<file path="src/rtl/axis_chk_pkg.sv">
// Shared types and helpers for the AXI-Stream packet checker.
// Error codes, FSM states, LFSR taps and last-word strobe mask.
package axis_chk_pkg;

    localparam logic [2:0] ERR_NONE  = 3'd0;
    localparam logic [2:0] ERR_DATA  = 3'd1;
    localparam logic [2:0] ERR_STRB  = 3'd2;
    localparam logic [2:0] ERR_EARLY = 3'd3;
    localparam logic [2:0] ERR_MISS  = 3'd4;
    localparam logic [2:0] ERR_ID    = 3'd5;

    typedef enum logic [1:0] {
        ST_IDLE,
        ST_BODY,
        ST_DRAIN
    } chk_state_t;

    // x^16+x^14+x^13+x^11+1, right-shifting Fibonacci form
    localparam logic [15:0] LFSR_TAPS = 16'h002D;

    function automatic logic [15:0] lfsr_next(input logic [15:0] l);
        return {^(l & LFSR_TAPS), l[15:1]};
    endfunction

    // Byte-length remainder to last-word strobe
    function automatic logic [3:0] exp_strb(input logic [1:0] rem);
        logic [3:0] m;
        m = 4'hF;
        unique case (rem)
            2'd1: m = 4'h1;
            2'd2: m = 4'h3;
            2'd3: m = 4'h7;
            default: m = 4'hF;
        endcase
        return m;
    endfunction

endpackage

</file>
<file path="src/rtl/axis_bp_lfsr.sv">
// Free-running 16-bit LFSR used as a pseudo-random
// throttle bit for tready / tvalid.
module axis_bp_lfsr
    import axis_chk_pkg::*;
#(
    parameter logic [15:0] SEED = 16'hACE1
) (
    input  logic clk,
    input  logic rst_n,
    output logic bp_bit
);

    logic [15:0] lfsr;

    // Advance every cycle, independent of traffic
    always_ff @(posedge clk or negedge rst_n) begin
        if (!rst_n) lfsr <= SEED;
        else        lfsr <= lfsr_next(lfsr);
    end

    assign bp_bit = lfsr[0];

endmodule

</file>
<file path="config.mk">
export PLATFORM = sky130hd
export DESIGN_NAME = axis_bp_lfsr
export DESIGN_NICKNAME = d
export VERILOG_FILES = /design/src/rtl/axis_chk_pkg.sv /design/src/rtl/axis_bp_lfsr.sv
export SDC_FILE = /design/constraint.sdc
export NUM_CORES = 1
export LEC_CHECK = 0
export CAP_MARGIN = 20
export CELL_PAD_IN_SITES_DETAIL_PLACEMENT = 0
export CELL_PAD_IN_SITES_GLOBAL_PLACEMENT = 1
export CORE_MARGIN = 2
export CORE_UTILIZATION = 30
export DETAILED_ROUTE_END_ITERATION = 8
export GPL_TIMING_DRIVEN = 0
export PLACE_DENSITY_LB_ADDON = 0.1
export SKIP_LAST_GASP = 1
export SYNTH_ARGS = -nofsm -noshare
export SYNTH_HDL_FRONTEND = slang
export SYNTH_SLANG_ARGS = --single-unit
</file>
<file path="constraint.sdc">
create_clock -name clk -period 0.94 [get_ports clk]
set_input_delay 0.188 -clock clk [delete_from_list [all_inputs] [get_ports clk]]
set_output_delay 0.188 -clock clk [all_outputs]
set_load 0.02 [all_outputs]
</file>
## Word level (Yosys, flattened, before mapping)

Cells that the tools add are included.

- Bits in registers: 16
- Output and inout bits: 1
- Word-level logic and storage cells: 2
- Input bits: 2

- Reduce and logical (&&, ||, !) cells: 1

Operator list:

| cell | count |
|---|---|
| $reduce_xor 16->1 | 1 |

## Longest topological paths before layout

Gate-level depths: netlist (run 1).

- Depth in word-level cells: 1
- Depth in mapped cells: 2
- Mapped depth without buffers: 2

## Worst setup path before layout (run 1)

OpenSTA, ideal clock, no wires.

- Kind: reg-to-reg
- From: register lfsr[0]
- To: register lfsr[15]
- Arrival: 0.877 ns
- Slack: -0.012 ns
- Library setup time: 0.075 ns
- Buffers on the path: 0
- Cell stages (with the launch flop): 3
- Required time: 0.865 ns
- Clock period less this slack: 0.952 ns
- Cell sequence: dfstp_2 -> xor2_1 -> xnor2_1

- Longest elaborated chain between the ends: 1

RTL lines:

| what | RTL line | text |
|---|---|---|
| start, declared | axis_bp_lfsr.sv:13 | `logic [15:0] lfsr;` |
| start signal, assigned | axis_bp_lfsr.sv:18 | `else lfsr <= lfsr_next(lfsr);` |
| $reduce_xor 16->1 | axis_chk_pkg.sv:22 | `return {^(l & LFSR_TAPS), l[15:1]};` |

No other way between the ends.

## Worst setup path after layout (run 1)

- From: register lfsr[0]
- To: output port bp_bit

RTL lines:

| what | RTL line | text |
|---|---|---|
| end, declared | axis_bp_lfsr.sv:10 | `output logic bp_bit` |

No word-level cell between the ends.

==> run metrics, run 1 <==
GPL Wtd Cong=0.5880; Root Driver=clkbuf_4; I/O Buffers=2; share of layout cells above drive strength 1=53.85%; final setup vio count=2; Setup WS pre-CTS=-0.3606 ns; CTS Buf Count=3; initial DRC count=2; initial antenna violation count=0; Via Count=160; first-pass GRT wire length=876 um; clock-pin slew on the worst setup and hold paths=0.09 ns; Die X=42.15 um; die height=42.15 um; Top reg by flops=lfsr; biggest regs=lfsr x16; Setup WS post-layout=-0.1886 ns; max-cap violations=0; vias in the first global route=167; Slew @ Worst Pin=0.6406 ns; DRT Pass-1 Iters=2; sequential share of the synthesized area=93.98%; Yosys cell types=4; setup TNS=-0.2805 ns; Hold-fix buffers, CTS=0; PD cells=2193 nW/um^2; Worst Path Max Fanout=2; pin count of the biggest net entering global routing=17; DR DRC count=0; Cells after DPL=36; Synth top cells by count=dfrtp_1, dfstp_2, xnor2_1; Core Box Area=1334 um^2; CTS H-Tree Depth=1; Post-synth EDFFs=0; CTS tree=done; Overall Global Routing Usage=7.931%; Final Non-Filler Cells=41; Async SR Flop Fraction=100.0%; row count=13; #FFs+latches synth=16; WL per Instance=11.83 um; grt ovf=0; Area after DPL=475.5 um^2; number of routed nets with antenna violations=0; Die Area=1777 um^2; critical path type=register to primary output; clock latency on the worst-skew pair=0.29 ns; WL final=485 um; dominant synthesized flop cell=dfstp_2; Design Area, Final=520.5 um^2; CP startpoint kind=register; path type of the worst min-delay path=input pin to asynchronous set/reset pin; CTS Buffer Depth=2; Hold Violations, Final=0; synthesis-to-finish area growth=19.20%; endpoint class of the critical path=primary output; leakage power=0.2434 nW; Synth area leader=dfstp_2; Slew Limit Fails=0; f_max=886.0 MHz; Max IR drop VDD=1.073 mV; failing checks=setup timing; nets=29; number of synthesis warnings=0; Yosys top cell area share=48.14%; Syn Nets=21; min Tclk post-route=1.129 ns; slowest CP cell=dfstp_2; instance count on the critical path=1; HPWL after DPL=271 um; Post-Syn Area=436.7 um^2; Largest stage delay, worst path=0.54 ns; period utilization=120.1%; clock sink count=16; CP delay by family, top=flip-flops; top post-synthesis cells by area=dfstp_2, dfrtp_1, xnor2_1; Vias/cell=3.902; Cell Chain, Critical Path=buf_6; Worst EP required=0.75 ns; max reg flops=16; WP buf/inv=1; n_diodes=0; Initial Util=32.74%; status=finished with violations; worst reg2reg path depth=3; Post-Syn Instances=19; max_slew headroom=57.16%; I/O pin cnt=3; Syn Area/Cell=22.98 um^2; clk_skew=0.01043 ns; WP data arrival=0.94 ns; RSZ-0062 raised after global routing=yes
==> worst register-to-register path, cell delays in order, from the launching register on <==
cell and delay [ns]:
dfstp_2 0.54, buf_4 0.10, xor2_1 0.15, xnor2_1 0.15
==> final cells by class <==
| type | instances | area (um^2) |
|---|---|---|
| fill | 123 | 813.3 |
| sequential | 16 | 410.4 |
| clock buffer | 4 | 36.28 |
| timing repair buffer | 3 | 28.78 |
| multi-input combinational | 3 | 26.28 |
| tap | 15 | 18.77 |
==> report_power, final <==
part           internal [W]   total, W  switching (W)
Combinational    0.00000364  0.0000152      0.0000115
Clock              0.000236   0.000437       0.000201
Sequential         0.000690   0.000690              0
Total              0.000929    0.00114       0.000212
==> final timing paths <==
path / slack (ns) / from / to
min in group clk: 0.34 / lfsr[6]$_DFF_PN1_ / lfsr[5]$_DFF_PN1_
min: 0.29 / rst_n / lfsr[2]$_DFF_PN0_
max in group asynchronous: 0.23 / rst_n / lfsr[9]$_DFF_PN0_
max: -0.19 / lfsr[0]$_DFF_PN1_ / bp_bit
max reg2reg: -0.09 / lfsr[0]$_DFF_PN1_ / lfsr[15]$_DFF_PN1_
min reg2reg: 0.34 / lfsr[6]$_DFF_PN1_ / lfsr[5]$_DFF_PN1_
==> per-stage QoR <==
| stage | hold WS [ns] | power [W] | util [%] |
|---|---|---|---|
| detailed placement | 0.3381 | 0.0007176 | 35.65 |
| finish | 0.2890 | 0.001141 | 39.02 |
| global placement | 0.3371 | 0.0007174 | 35.65 |
| floorplan | -0.1076 | 0.0007019 | - |
| CTS | 0.3028 | 0.001161 | 39.02 |
| global route | 0.3134 | 0.001204 | 39.02 |
==> routing by layer <==
layer  vias to the layer above  wire [um]  track usage, %
met5                         -          0               0
met4                         0         21           7.500
met3                         5         40           6.466
met2                         6        165           7.187
met1                        77        257           10.42
li1                         72          -               -
==> layout by cell type, fill, tap and decap left out <==
master	instances
buf_4	1
buf_6	1
clkbuf_4	3
clkbuf_8	1
clkdlybuf4s50_1	1
dfrtp_1	8
dfstp_2	8
xnor2_1	2
xor2_1	1
==> timing repair <==
| action | 4_1_cts | 5_1_grt |
|---|---|---|
| resized for setup | 6 | 0 |
| setup endpoints to repair | 2 | 2 |
| setup buffers | 1 | 0 |
| pin swaps | 1 | 1 |
==> logic make-up (layout without fill, tap and decap cells) <==
logic type | Yosys count | count (layout) | synth area share [%]
flip-flops | 16 | 16 | 93.98
XOR/XNOR | 3 | 3 | 6.018
buffers and inverters | 0 | 7 | 0
Power figures use the tool's default switching activity.
==> inputs of run 2 (changes only) <==
- CTS_CLUSTER_SIZE: unset -> 24
==> results of run 2 <==
The final DEF is identical to that of run 1; final timing and power are the same.
==> inputs of run 3 (changes only) <==
- CORE_ASPECT_RATIO: unset -> 1.1
==> run 3 against run 2 <==
The flow still finishes with violations (setup timing). Combinational power hardly changed. Routed wire length is 3.7% lower. Critical path depth stayed put. Clock power is 26% lower. Via count is 1.3% lower. Maximum frequency is 2.1% higher. Sequential share of layout area is 0.77 points higher. Register-to-register slack better by 0.03 ns. Global-route usage is 0.81 points lower. Die area hardly changed. Critical endpoint unchanged. Highest routed layer is now met3.
==> run metrics, run 3 (same netlist as run 1, synthesis figures left out) <==
f_max=904.9 MHz (+2.1%); CP delay by family, top=flip-flops; Worst EP required=0.75 ns (about the same); Cell Chain, Critical Path=buf_6; WP buf/inv=1 (unchanged); row count=14 (+1); initial DRC count=1 (-1); clock sink count=16 (unchanged); Largest stage delay, worst path=0.54 ns (about the same); status=finished with violations; Slew @ Worst Pin=0.6452 ns (+0.004622 ns); min Tclk post-route=1.105 ns (-0.02347 ns); final core utilization=37.73% (-1.3 points); M2 GR Usage=7.619% (+0.43 points); RSZ-0062 raised after global routing=yes; max-cap violations=0 (unchanged); critical path type=register to primary output; Overall Global Routing Usage=7.121% (-0.81 points); Die Area=1777 um^2 (about the same); initial antenna violation count=0 (unchanged); vias in the first global route=183 (+9.6%); WL per Instance=11.39 um (-3.7%); n_diodes=0 (unchanged); GPL Wtd Cong=0.5938 (+0.99%); biggest regs=lfsr x16; Cells after DPL=37 (+2.8%); Design Area, Final=515.5 um^2 (-0.96%); switching pwr=0.0001868 W (-12%); clock latency on the worst-skew pair=0.27 ns (-0.02 ns); Via Count=158 (-1.3%); DRT Pass-1 Iters=2 (unchanged); final setup vio count=2 (unchanged); setup TNS=-0.2293 ns (+0.05121 ns); CTS Buffer Depth=2 (unchanged); PD cells=1994 nW/um^2 (-9.1%); clock-pin slew on the worst setup and hold paths=0.08 ns (about the same); clk_skew=0.003530 ns (-0.006899 ns); M1 GR Usage=9.622% (-0.80 points); Internal Power=0.0008412 W (-9.5%); Slew Limit Fails=0 (unchanged); HPWL after DPL=255.2 um (-5.8%); routing usage on met3=3.015% (-3.5 points); Hold Violations, Final=0 (unchanged); Max IR drop VDD=0.8947 mV (-17%); share of layout cells above drive strength 1=56.00% (+2.2 points); DR DRC count=0 (unchanged); endpoint class of the critical path=primary output; global route hottest layer=met1; Initial Util=31.96% (-0.78 points); max_slew headroom=56.85% (-0.31 points); max reg flops=16 (unchanged); failing checks=setup timing; Area after DPL=476.7 um^2 (+0.26%); hold slack=0.3120 ns (+0.02295 ns); Sw Ratio=18.17% (-0.44 points); Clock Power Share=31.4% (-6.9 points); CTS Buf Count=3 (unchanged); Die X=40.38 um (-4.2%); Root Driver=clkbuf_4; CTS H-Tree Depth=1 (unchanged); pin count of the biggest net entering global routing=17 (unchanged); CP startpoint kind=register; grt ovf=0 (unchanged); Worst Path Max Fanout=2 (unchanged); number of routed nets with antenna violations=0 (unchanged); Comb power frac=1.5% (+0.2 points); Core Box Area=1366 um^2 (+2.4%); nets=29 (unchanged); I/O pin cnt=3 (unchanged); period utilization=117.6% (-2.5 points); die height=44.02 um (+4.4%); Vias/cell=3.854 (-1.3%); Top reg by flops=lfsr; leakage power=0.2357 nW (-3.2%); Hold-fix buffers, CTS=0 (unchanged); CTS tree=done; Setup WS post-layout=-0.1651 ns (+0.02347 ns); I/O Buffers=2 (unchanged); WL final=467 um (-3.7%); synthesis-to-finish area growth=18.05%; fillers=134 (+8.9%); Reg power frac=67.1% (+6.7 points); WP data arrival=0.92 ns (-0.02 ns); slowest CP cell=dfstp_2; commonest non-fill, non-tap cells in the layout=dfstp_2, dfrtp_1, clkbuf_4; Final Non-Filler Cells=41 (unchanged); first-pass GRT wire length=759 um (-13%); path type of the worst min-delay path=input pin to asynchronous set/reset pin
## run 3: through the flow
stage	worst slack, ns	power [W]
6_report	-0.1651	0.001028
3_3_place_gp	-0.3594	0.0007171
5_1_grt	-0.2018	0.001081
4_1_cts	-0.1750	0.001038
2_1_floorplan	-0.008567	0.0007019
3_5_place_dp	-0.3552	0.0007179
## run 3: routing by layer
| layer | vias up | part of all wire, % |
|---|---|---|
| met2 | 3 | 45 |
| met3 | 0 | 5.8 |
| met4 | 0 | 0 |
| li1 | 69 | - |
| met5 | - | 0 |
| met1 | 86 | 49 |
## run 3: area by class of cell
class | instances | area, um^2 | share of cell area (%)
Multi-Input combinational cell | 3 | 33.78 | 6.553
Sequential cell | 16 | 410.4 | 79.61
Timing Repair Buffer | 3 | 28.78 | 5.583
Tap cell | 16 | 20.02 | 3.883
Clock buffer | 3 | 22.52 | 4.369
## run 3: power by group through the flow
stage          clock network, W  registers [W]        logic [W]
6_report               0.000323       0.000690        0.0000152
5_1_grt                0.000373       0.000690        0.0000182
4_1_cts                0.000332       0.000690        0.0000162
3_5_place_dp                  0       0.000702        0.0000161
3_3_place_gp                  0       0.000702        0.0000154
2_1_floorplan                 0       0.000702  0.0000000000126
## run 3: timing repair
action                                  in CTS  in global routing
endpoints found under the setup margin       2                  2
buffers inserted                             1                  0
gates resized for setup                      6                  1
## run 3: final timing paths
kind / cells after the start / slack (ns) / to / start
max: 1 / -0.17 / bp_bit / lfsr[0]$_DFF_PN1_
min: 1 / 0.31 / lfsr[4]$_DFF_PN0_ / rst_n
min reg2reg: 0 / 0.36 / lfsr[8]$_DFF_PN0_ / lfsr[9]$_DFF_PN0_
max reg2reg: 3 / -0.06 / lfsr[15]$_DFF_PN1_ / lfsr[0]$_DFF_PN1_
min in group clk: 0 / 0.36 / lfsr[8]$_DFF_PN0_ / lfsr[9]$_DFF_PN0_
max in group asynchronous: 1 / 0.21 / lfsr[14]$_DFF_PN0_ / rst_n
